<file path="src/rtl/addsub_acc_unit_if.sv">
// Operand/result handshake bundle for addsub_acc_unit.
// master = operand source / result consumer side, slave = the arithmetic unit.
interface addsub_acc_unit_if #(
  parameter int unsigned WIDTH = 8
);
  logic             in_valid;
  logic             in_ready;
  logic [1:0]       mode;
  logic [WIDTH-1:0] a;
  logic [WIDTH-1:0] b;
  logic             c_in;
  logic             out_valid;
  logic             out_ready;
  logic [WIDTH-1:0] result;
  logic             c_out;
  logic             ovf;
  logic             zero;
  logic             neg;
  logic [WIDTH-1:0] acc;

  modport master (
    output in_valid, mode, a, b, c_in, out_ready,
    input  in_ready, out_valid, result, c_out, ovf, zero, neg, acc
  );

  modport slave (
    input  in_valid, mode, a, b, c_in, out_ready,
    output in_ready, out_valid, result, c_out, ovf, zero, neg, acc
  );
endinterface

</file>
<file path="src/rtl/addsub_acc_unit.sv">
// addsub_acc_unit: registered add/subtract/accumulate/load unit with valid/ready
// on both sides, status flags and a persistent accumulator. One-beat output
// register giving full throughput when the consumer keeps out_ready high.
// Optional feature macro: ADDSUB_SAT_EN (saturate on signed overflow).
module addsub_acc_unit #(
  parameter int unsigned      WIDTH    = 8,
  parameter logic [WIDTH-1:0] ACC_INIT = '0
) (
  input  logic               clk,
  input  logic               rst_n,
  addsub_acc_unit_if.slave   bus
);

  localparam int unsigned MSB = WIDTH - 1;

  typedef enum logic [1:0] {
    MODE_ADD  = 2'b00,
    MODE_SUB  = 2'b01,
    MODE_ACC  = 2'b10,
    MODE_LOAD = 2'b11
  } mode_e;

  typedef enum logic {
    S_EMPTY = 1'b0,
    S_FULL  = 1'b1
  } state_e;

  state_e           state_q, state_d;
  logic [WIDTH-1:0] result_q, result_d;
  logic             c_out_q, c_out_d;
  logic             ovf_q, ovf_d;
  logic             zero_q, zero_d;
  logic             neg_q, neg_d;
  logic [WIDTH-1:0] acc_q, acc_d;

  logic             accept_c;
  mode_e            mode_c;
  logic [WIDTH-1:0] op_a_c;
  logic [WIDTH-1:0] op_b_c;
  logic [WIDTH:0]   sum_c;
  logic             sovf_c;
  logic [WIDTH-1:0] res_c;
  logic             carry_c;
  logic             flag_ovf_c;

  assign bus.in_ready  = (state_q == S_EMPTY) | bus.out_ready;
  assign accept_c      = bus.in_valid & bus.in_ready;
  assign mode_c        = mode_e'(bus.mode);

  assign bus.out_valid = (state_q == S_FULL);
  assign bus.result    = result_q;
  assign bus.c_out     = c_out_q;
  assign bus.ovf       = ovf_q;
  assign bus.zero      = zero_q;
  assign bus.neg       = neg_q;
  assign bus.acc       = acc_q;

  // Operand selection, WIDTH+1 bit sum, signed overflow and optional clamp
  always_comb begin
    op_a_c     = bus.a;
    op_b_c     = bus.b;
    case (mode_c)
      MODE_SUB: op_b_c = ~bus.b;
      MODE_ACC: begin
        op_a_c = acc_q;
        op_b_c = bus.a;
      end
      default: ;
    endcase

    sum_c  = {1'b0, op_a_c} + {1'b0, op_b_c} + (WIDTH + 1)'(bus.c_in);
    sovf_c = (op_a_c[MSB] == op_b_c[MSB]) & (sum_c[MSB] != op_a_c[MSB]);

`ifdef ADDSUB_SAT_EN
    // Overflow direction follows the common operand sign
    if (sovf_c) begin
      res_c = op_a_c[MSB] ? {1'b1, {(WIDTH-1){1'b0}}} : {1'b0, {(WIDTH-1){1'b1}}};
    end else begin
      res_c = sum_c[WIDTH-1:0];
    end
`else
    res_c = sum_c[WIDTH-1:0];
`endif
    carry_c    = sum_c[WIDTH];
    flag_ovf_c = sovf_c;

    if (mode_c == MODE_LOAD) begin
      res_c      = bus.a;
      carry_c    = 1'b0;
      flag_ovf_c = 1'b0;
    end
  end

  // Output-register occupancy FSM and next-state of result/flags/accumulator
  always_comb begin
    state_d  = state_q;
    result_d = result_q;
    c_out_d  = c_out_q;
    ovf_d    = ovf_q;
    zero_d   = zero_q;
    neg_d    = neg_q;
    acc_d    = acc_q;

    case (state_q)
      S_EMPTY: if (accept_c) state_d = S_FULL;
      S_FULL: begin
        if (!accept_c && bus.out_ready) state_d = S_EMPTY;
      end
      default: state_d = S_EMPTY;
    endcase

    if (accept_c) begin
      result_d = res_c;
      c_out_d  = carry_c;
      ovf_d    = flag_ovf_c;
      zero_d   = (res_c == '0);
      neg_d    = res_c[MSB];
      if (mode_c == MODE_ACC || mode_c == MODE_LOAD) acc_d = res_c;
    end
  end

  // State, result, flags and accumulator registers
  always_ff @(posedge clk or negedge rst_n) begin
    if (!rst_n) begin
      state_q  <= S_EMPTY;
      result_q <= '0;
      c_out_q  <= 1'b0;
      ovf_q    <= 1'b0;
      zero_q   <= 1'b1;
      neg_q    <= 1'b0;
      acc_q    <= ACC_INIT;
    end else begin
      state_q  <= state_d;
      result_q <= result_d;
      c_out_q  <= c_out_d;
      ovf_q    <= ovf_d;
      zero_q   <= zero_d;
      neg_q    <= neg_d;
      acc_q    <= acc_d;
    end
  end

endmodule

</file>
<file path="src/flat_wrapper.sv">
// flat-port wrapper written by rule: the top's interface ports become plain ports
module addsub_acc_unit_flat 
#(
  parameter int unsigned      WIDTH    = 8,
  parameter logic [WIDTH-1:0] ACC_INIT = '0
)
  (clk, rst_n, bus_in_valid, bus_mode, bus_a, bus_b, bus_c_in, bus_out_ready, bus_in_ready, bus_out_valid, bus_result, bus_c_out, bus_ovf, bus_zero, bus_neg, bus_acc);
  addsub_acc_unit_if #(.WIDTH(WIDTH)) bus_i ();
  input  logic clk;
  input  logic rst_n;
  input wire logic [$bits(bus_i.in_valid)-1:0] bus_in_valid;
  input wire logic [$bits(bus_i.mode)-1:0] bus_mode;
  input wire logic [$bits(bus_i.a)-1:0] bus_a;
  input wire logic [$bits(bus_i.b)-1:0] bus_b;
  input wire logic [$bits(bus_i.c_in)-1:0] bus_c_in;
  input wire logic [$bits(bus_i.out_ready)-1:0] bus_out_ready;
  output wire logic [$bits(bus_i.in_ready)-1:0] bus_in_ready;
  output wire logic [$bits(bus_i.out_valid)-1:0] bus_out_valid;
  output wire logic [$bits(bus_i.result)-1:0] bus_result;
  output wire logic [$bits(bus_i.c_out)-1:0] bus_c_out;
  output wire logic [$bits(bus_i.ovf)-1:0] bus_ovf;
  output wire logic [$bits(bus_i.zero)-1:0] bus_zero;
  output wire logic [$bits(bus_i.neg)-1:0] bus_neg;
  output wire logic [$bits(bus_i.acc)-1:0] bus_acc;
  assign bus_i.in_valid = bus_in_valid;
  assign bus_i.mode = bus_mode;
  assign bus_i.a = bus_a;
  assign bus_i.b = bus_b;
  assign bus_i.c_in = bus_c_in;
  assign bus_i.out_ready = bus_out_ready;
  assign bus_in_ready = bus_i.in_ready;
  assign bus_out_valid = bus_i.out_valid;
  assign bus_result = bus_i.result;
  assign bus_c_out = bus_i.c_out;
  assign bus_ovf = bus_i.ovf;
  assign bus_zero = bus_i.zero;
  assign bus_neg = bus_i.neg;
  assign bus_acc = bus_i.acc;
  addsub_acc_unit #(.WIDTH(WIDTH), .ACC_INIT(ACC_INIT)) u_core (.clk(clk), .rst_n(rst_n), .bus(bus_i));
endmodule
</file>
<file path="config.mk">
export PLATFORM = sky130hd
export DESIGN_NAME = addsub_acc_unit_flat
export DESIGN_NICKNAME = d
export VERILOG_FILES = /design/src/rtl/addsub_acc_unit_if.sv /design/src/rtl/addsub_acc_unit.sv /design/src/flat_wrapper.sv
export SDC_FILE = /design/constraint.sdc
export NUM_CORES = 1
export LEC_CHECK = 0
export CORE_ASPECT_RATIO = 0.7
export CORE_UTILIZATION = 40
export CTS_CLUSTER_SIZE = 24
export DETAILED_ROUTE_END_ITERATION = 8
export PLACE_DENSITY = 0.69
export SLEW_MARGIN = 20
export SYNTH_ARGS = -nofsm -noshare
export SYNTH_HDL_FRONTEND = slang
export SYNTH_SLANG_ARGS = --single-unit
</file>
<file path="constraint.sdc">
create_clock -name clk -period 3.11 [get_ports clk]
set_clock_uncertainty 0.2 [all_clocks]
set_input_delay 0.4665 -clock clk [delete_from_list [all_inputs] [get_ports clk]]
set_output_delay 0.4665 -clock clk [all_outputs]
set_load 0.05 [all_outputs]
</file>
==> impl_metrics.env <==
export IMPL_worst_hold_path_type="flip-flop to flip-flop"
export IMPL_grt_pass1_vias=1579
export IMPL_grt_overflow_total=0
export IMPL_synthCells=180
export IMPL_maxCapViolCount=0
export IMPL_num_rows=18
export IMPL_setup_ws_ns=0.06007
export IMPL_gp_congestion=0.9188
export IMPL_ctsHtreeMaxLevel=1
export IMPL_clkTransAtPathRegs_ns=0.07
export IMPL_power_density_mw_per_mm2=716.7
export IMPL_die_w_um=77.36
export IMPL_cp_end_kind="flip-flop"
export IMPL_status="finished, final reports clean"
export IMPL_timing_final_crit_period_ns=3.050
export IMPL_path_class="input port to flip-flop"
export IMPL_r2r_start="u_core.bus.acc[0]"
export IMPL_final_antenna_net_count=0
export IMPL_grt_start_max_net_pins=21
export IMPL_crit_chain="buf_4 > inv_8 > ha_4 > mux2_4 > fa_2 > inv_2 > fa_2 > nand2b_4 > a21oi_4 > and3b_1 > o32ai_2 > or3b_1 > o31ai_2"
export IMPL_num_vias=1612
export IMPL_yosysWarnings=0
export IMPL_leakage_nw=1.101
export IMPL_core_sq_mm=0.003671
export IMPL_drc=0
export IMPL_dp_hpwl_um=3549
export IMPL_arrival_ns=3.02
export IMPL_fillCellCount=294
export IMPL_ys_ff_latch=20
export IMPL_drt_iter0_drc=66
export IMPL_port_buffers=44
export IMPL_r2r_slack_ns=0.26
export IMPL_ctsHoldBuffers=0
export IMPL_drt_pass1_iter_count=4
export IMPL_clk_path_buf_depth=2
export IMPL_r2r_cells=10
export IMPL_slowest_stage="fa_2"
export IMPL_ioPinCount=45
export IMPL_clockRootBuffer="clkbuf_8"
export IMPL_syn_area_sq_mm=0.001590
export IMPL_cts_sinks=20
export IMPL_slew_viol_final=0
export IMPL_wl_per_cell_um=14.27
export IMPL_timing_final_crit_share_pct=98.07
export IMPL_fmax_mhz=327.9
export IMPL_avgSynthCellArea_sq_um=8.835
export IMPL_setup_viol=0
export IMPL_yosysSeqAreaShare_pct=31.55
export IMPL_die_y_um=54.76
export IMPL_tightest_slew_ns=0.8746
export IMPL_synth_nets=215
export IMPL_whs_path_depth=2
export IMPL_ir_drop_mv=0.5478
export IMPL_synth_cell_type_count=45
export IMPL_grt_use_total_pct=22.44
export IMPL_detail_route_wirelength_um=4353
export IMPL_cp_start_kind="input port"
export IMPL_antenna_found_initial=0
export IMPL_design_power_total_mw=1.782
export IMPL_min_from="u_core.bus.result[2]"
export IMPL_rsz0062_at_grt="yes"
export IMPL_crit_start="bus_mode[0]"
export IMPL_clk_latency_ns=0.26
export IMPL_drive_gt1_share_pct=32.16
export IMPL_initial_core_util_pct=43.32
export IMPL_cts_inserted_buffers=3
export IMPL_max_slew_margin_rel_pct=41.51
export IMPL_hold_violations=0
export IMPL_diodes=0
export IMPL_nets=291
export IMPL_die_area_sq_mm=0.004236
export IMPL_syn_to_final_growth_pct=56.33
export IMPL_dpl_worst_slack_ns=-0.7952
export IMPL_vias_per_cell=5.285
export IMPL_grt_pass1_wl_um=7245
export IMPL_tritoncts="built"
export IMPL_cp_common_cell="fa_2"
export IMPL_critPathMaxStageDelay_ns=0.41
export IMPL_required_ns=3.08
export IMPL_fin_setup_tns_ns=0
export IMPL_critPathMaxFanout=5
[timing repair]
action | 4_1_cts | 5_1_grt
setup endpoints to repair | 13 | 5
resized for setup | 16 | 14
hold endpoints to repair | 0 | 0
buffers inserted | 1 | 2
pin swaps | 9 | 8
[layout make-up]
type                            instances  area (sq um)  share of cell area (%)
Multi-Input combinational cell        134          1091                   43.89
Timing Repair Buffer                   81         708.2                   28.49
Sequential cell                        20         501.7                   20.18
Inverter                               16         67.56                   2.718
Tap cell                               50         62.56                   2.516
Clock buffer                            4         55.05                   2.214
[per-stage QoR]
stage / instances / hold slack [ns] / util, % / instance area (sq um)
after global routing: 305 / 0.3169 / 67.72 / 2486
after CTS: 303 / 0.2878 / 65.99 / 2422
after global placement: 299 / 0.2657 / 64.25 / 2359
after floorplan: 180 / -0.02909 / - / 1654
final: 305 / 0.2823 / 67.72 / 2486
after detailed placement: 299 / 0.2704 / 64.25 / 2359
[where the power goes]
group          internal [mW]  switching, mW
registers              0.345         0.0644
logic                  0.502          0.675
clock network          0.113         0.0829
total                  0.959          0.822
[metal layers]
layer  GRT usage [%]  share of wire (%)  up-vias
met4           3.459               0.30        0
met3           5.000                4.4        2
met1           28.05                 47      762
li1                -                  -      803
met5               0                  0        -
met2           41.30                 48       45
[path summary, 6_finish.rpt]
kind | endpoint
worst max-delay path | u_core.bus.zero
worst max register to register | u_core.bus.zero
worst min-delay path | u_core.bus.result[2]
worst min register to register | u_core.bus.result[2]
max in group asynchronous | u_core.bus.neg
min in group asynchronous | u_core.bus.result[3]
[cells in the mapped netlist, drive strengths merged]
cell | instances | area share (%)
a2111oi | 1 | 0.55
a211o | 1 | 0.55
a211oi | 3 | 1.7
a21o | 1 | 0.47
a21oi | 14 | 4.4
a221oi | 8 | 4.4
a2bb2oi | 1 | 0.55
a41o | 1 | 0.63
and2 | 1 | 0.39
and3 | 1 | 0.39
and3b | 1 | 0.55
buf | 4 | 1.3
clkbuf | 6 | 1.4
dfrtp | 19 | 30
dfstp | 1 | 1.7
fa | 2 | 2.5
ha | 10 | 7.9
inv | 16 | 3.8
mux2 | 12 | 8.5
mux2i | 1 | 0.63
nand2 | 20 | 4.7
nand2b | 4 | 1.6
nand3 | 1 | 0.31
nand3b | 1 | 0.47
nand4 | 2 | 0.79
nor2 | 6 | 1.4
nor3 | 3 | 1.6
nor3b | 5 | 2.4
nor4b | 3 | 1.7
o211ai | 2 | 0.94
o21a | 1 | 0.47
o21ai | 19 | 6.0
o21bai | 1 | 0.47
o31a | 1 | 0.55
o31ai | 2 | 1.3
o32ai | 1 | 1.0
or3b | 1 | 0.55
xnor2 | 1 | 0.55
xor2 | 2 | 1.1
[cell families (layout without fill, tap and decap cells)]
family,count (synthesis),count (layout),synth area share (%)
AO/OA/AOI/OAI,57,57,24.00
adder cells (fa/ha/maj),12,12,10.39
AND/OR/NAND/NOR,49,49,16.76
multiplexers,13,13,9.127
XOR/XNOR,3,3,1.653
flip-flops,20,20,31.55
buffers and inverters,26,101,6.530
[state kept, by name, summed over array words and instances, names as in the netlist]
| name | flops |
|---|---|
| u_core.bus.acc | 8 |
| u_core.bus.c_out | 1 |
| u_core.bus.neg | 1 |
| u_core.bus.out_valid | 1 |
| u_core.bus.ovf | 1 |
| u_core.bus.result | 7 |
| u_core.bus.zero | 1 |
[critical path: cells and delay by family]
kind,cells,cell delay (ns)
buffers and inverters,3,0.27
multiplexers,1,0.32
AO/OA/AOI/OAI,3,0.48
adder cells (fa/ha/maj),3,0.76
AND/OR/NAND/NOR,3,0.71
[cell usage in the layout (no fill, tap or decap), types with 3 or more instances in the layout]
cell type,Yosys,routed
a21oi_1,14,12
nor2_1,6,5
ha_1,10,6
buf_4,1,38
clkdlybuf4s50_1,0,40
nor4b_1,3,3
o21ai_0,16,14
a221oi_1,8,6
nand2b_1,4,3
clkbuf_8,0,4
o21ai_2,0,4
dfrtp_1,19,19
mux2_2,12,11
inv_1,16,13
ha_2,0,3
nand2_1,20,20
nor3b_1,5,5
(Power assumes the default switching activity.)
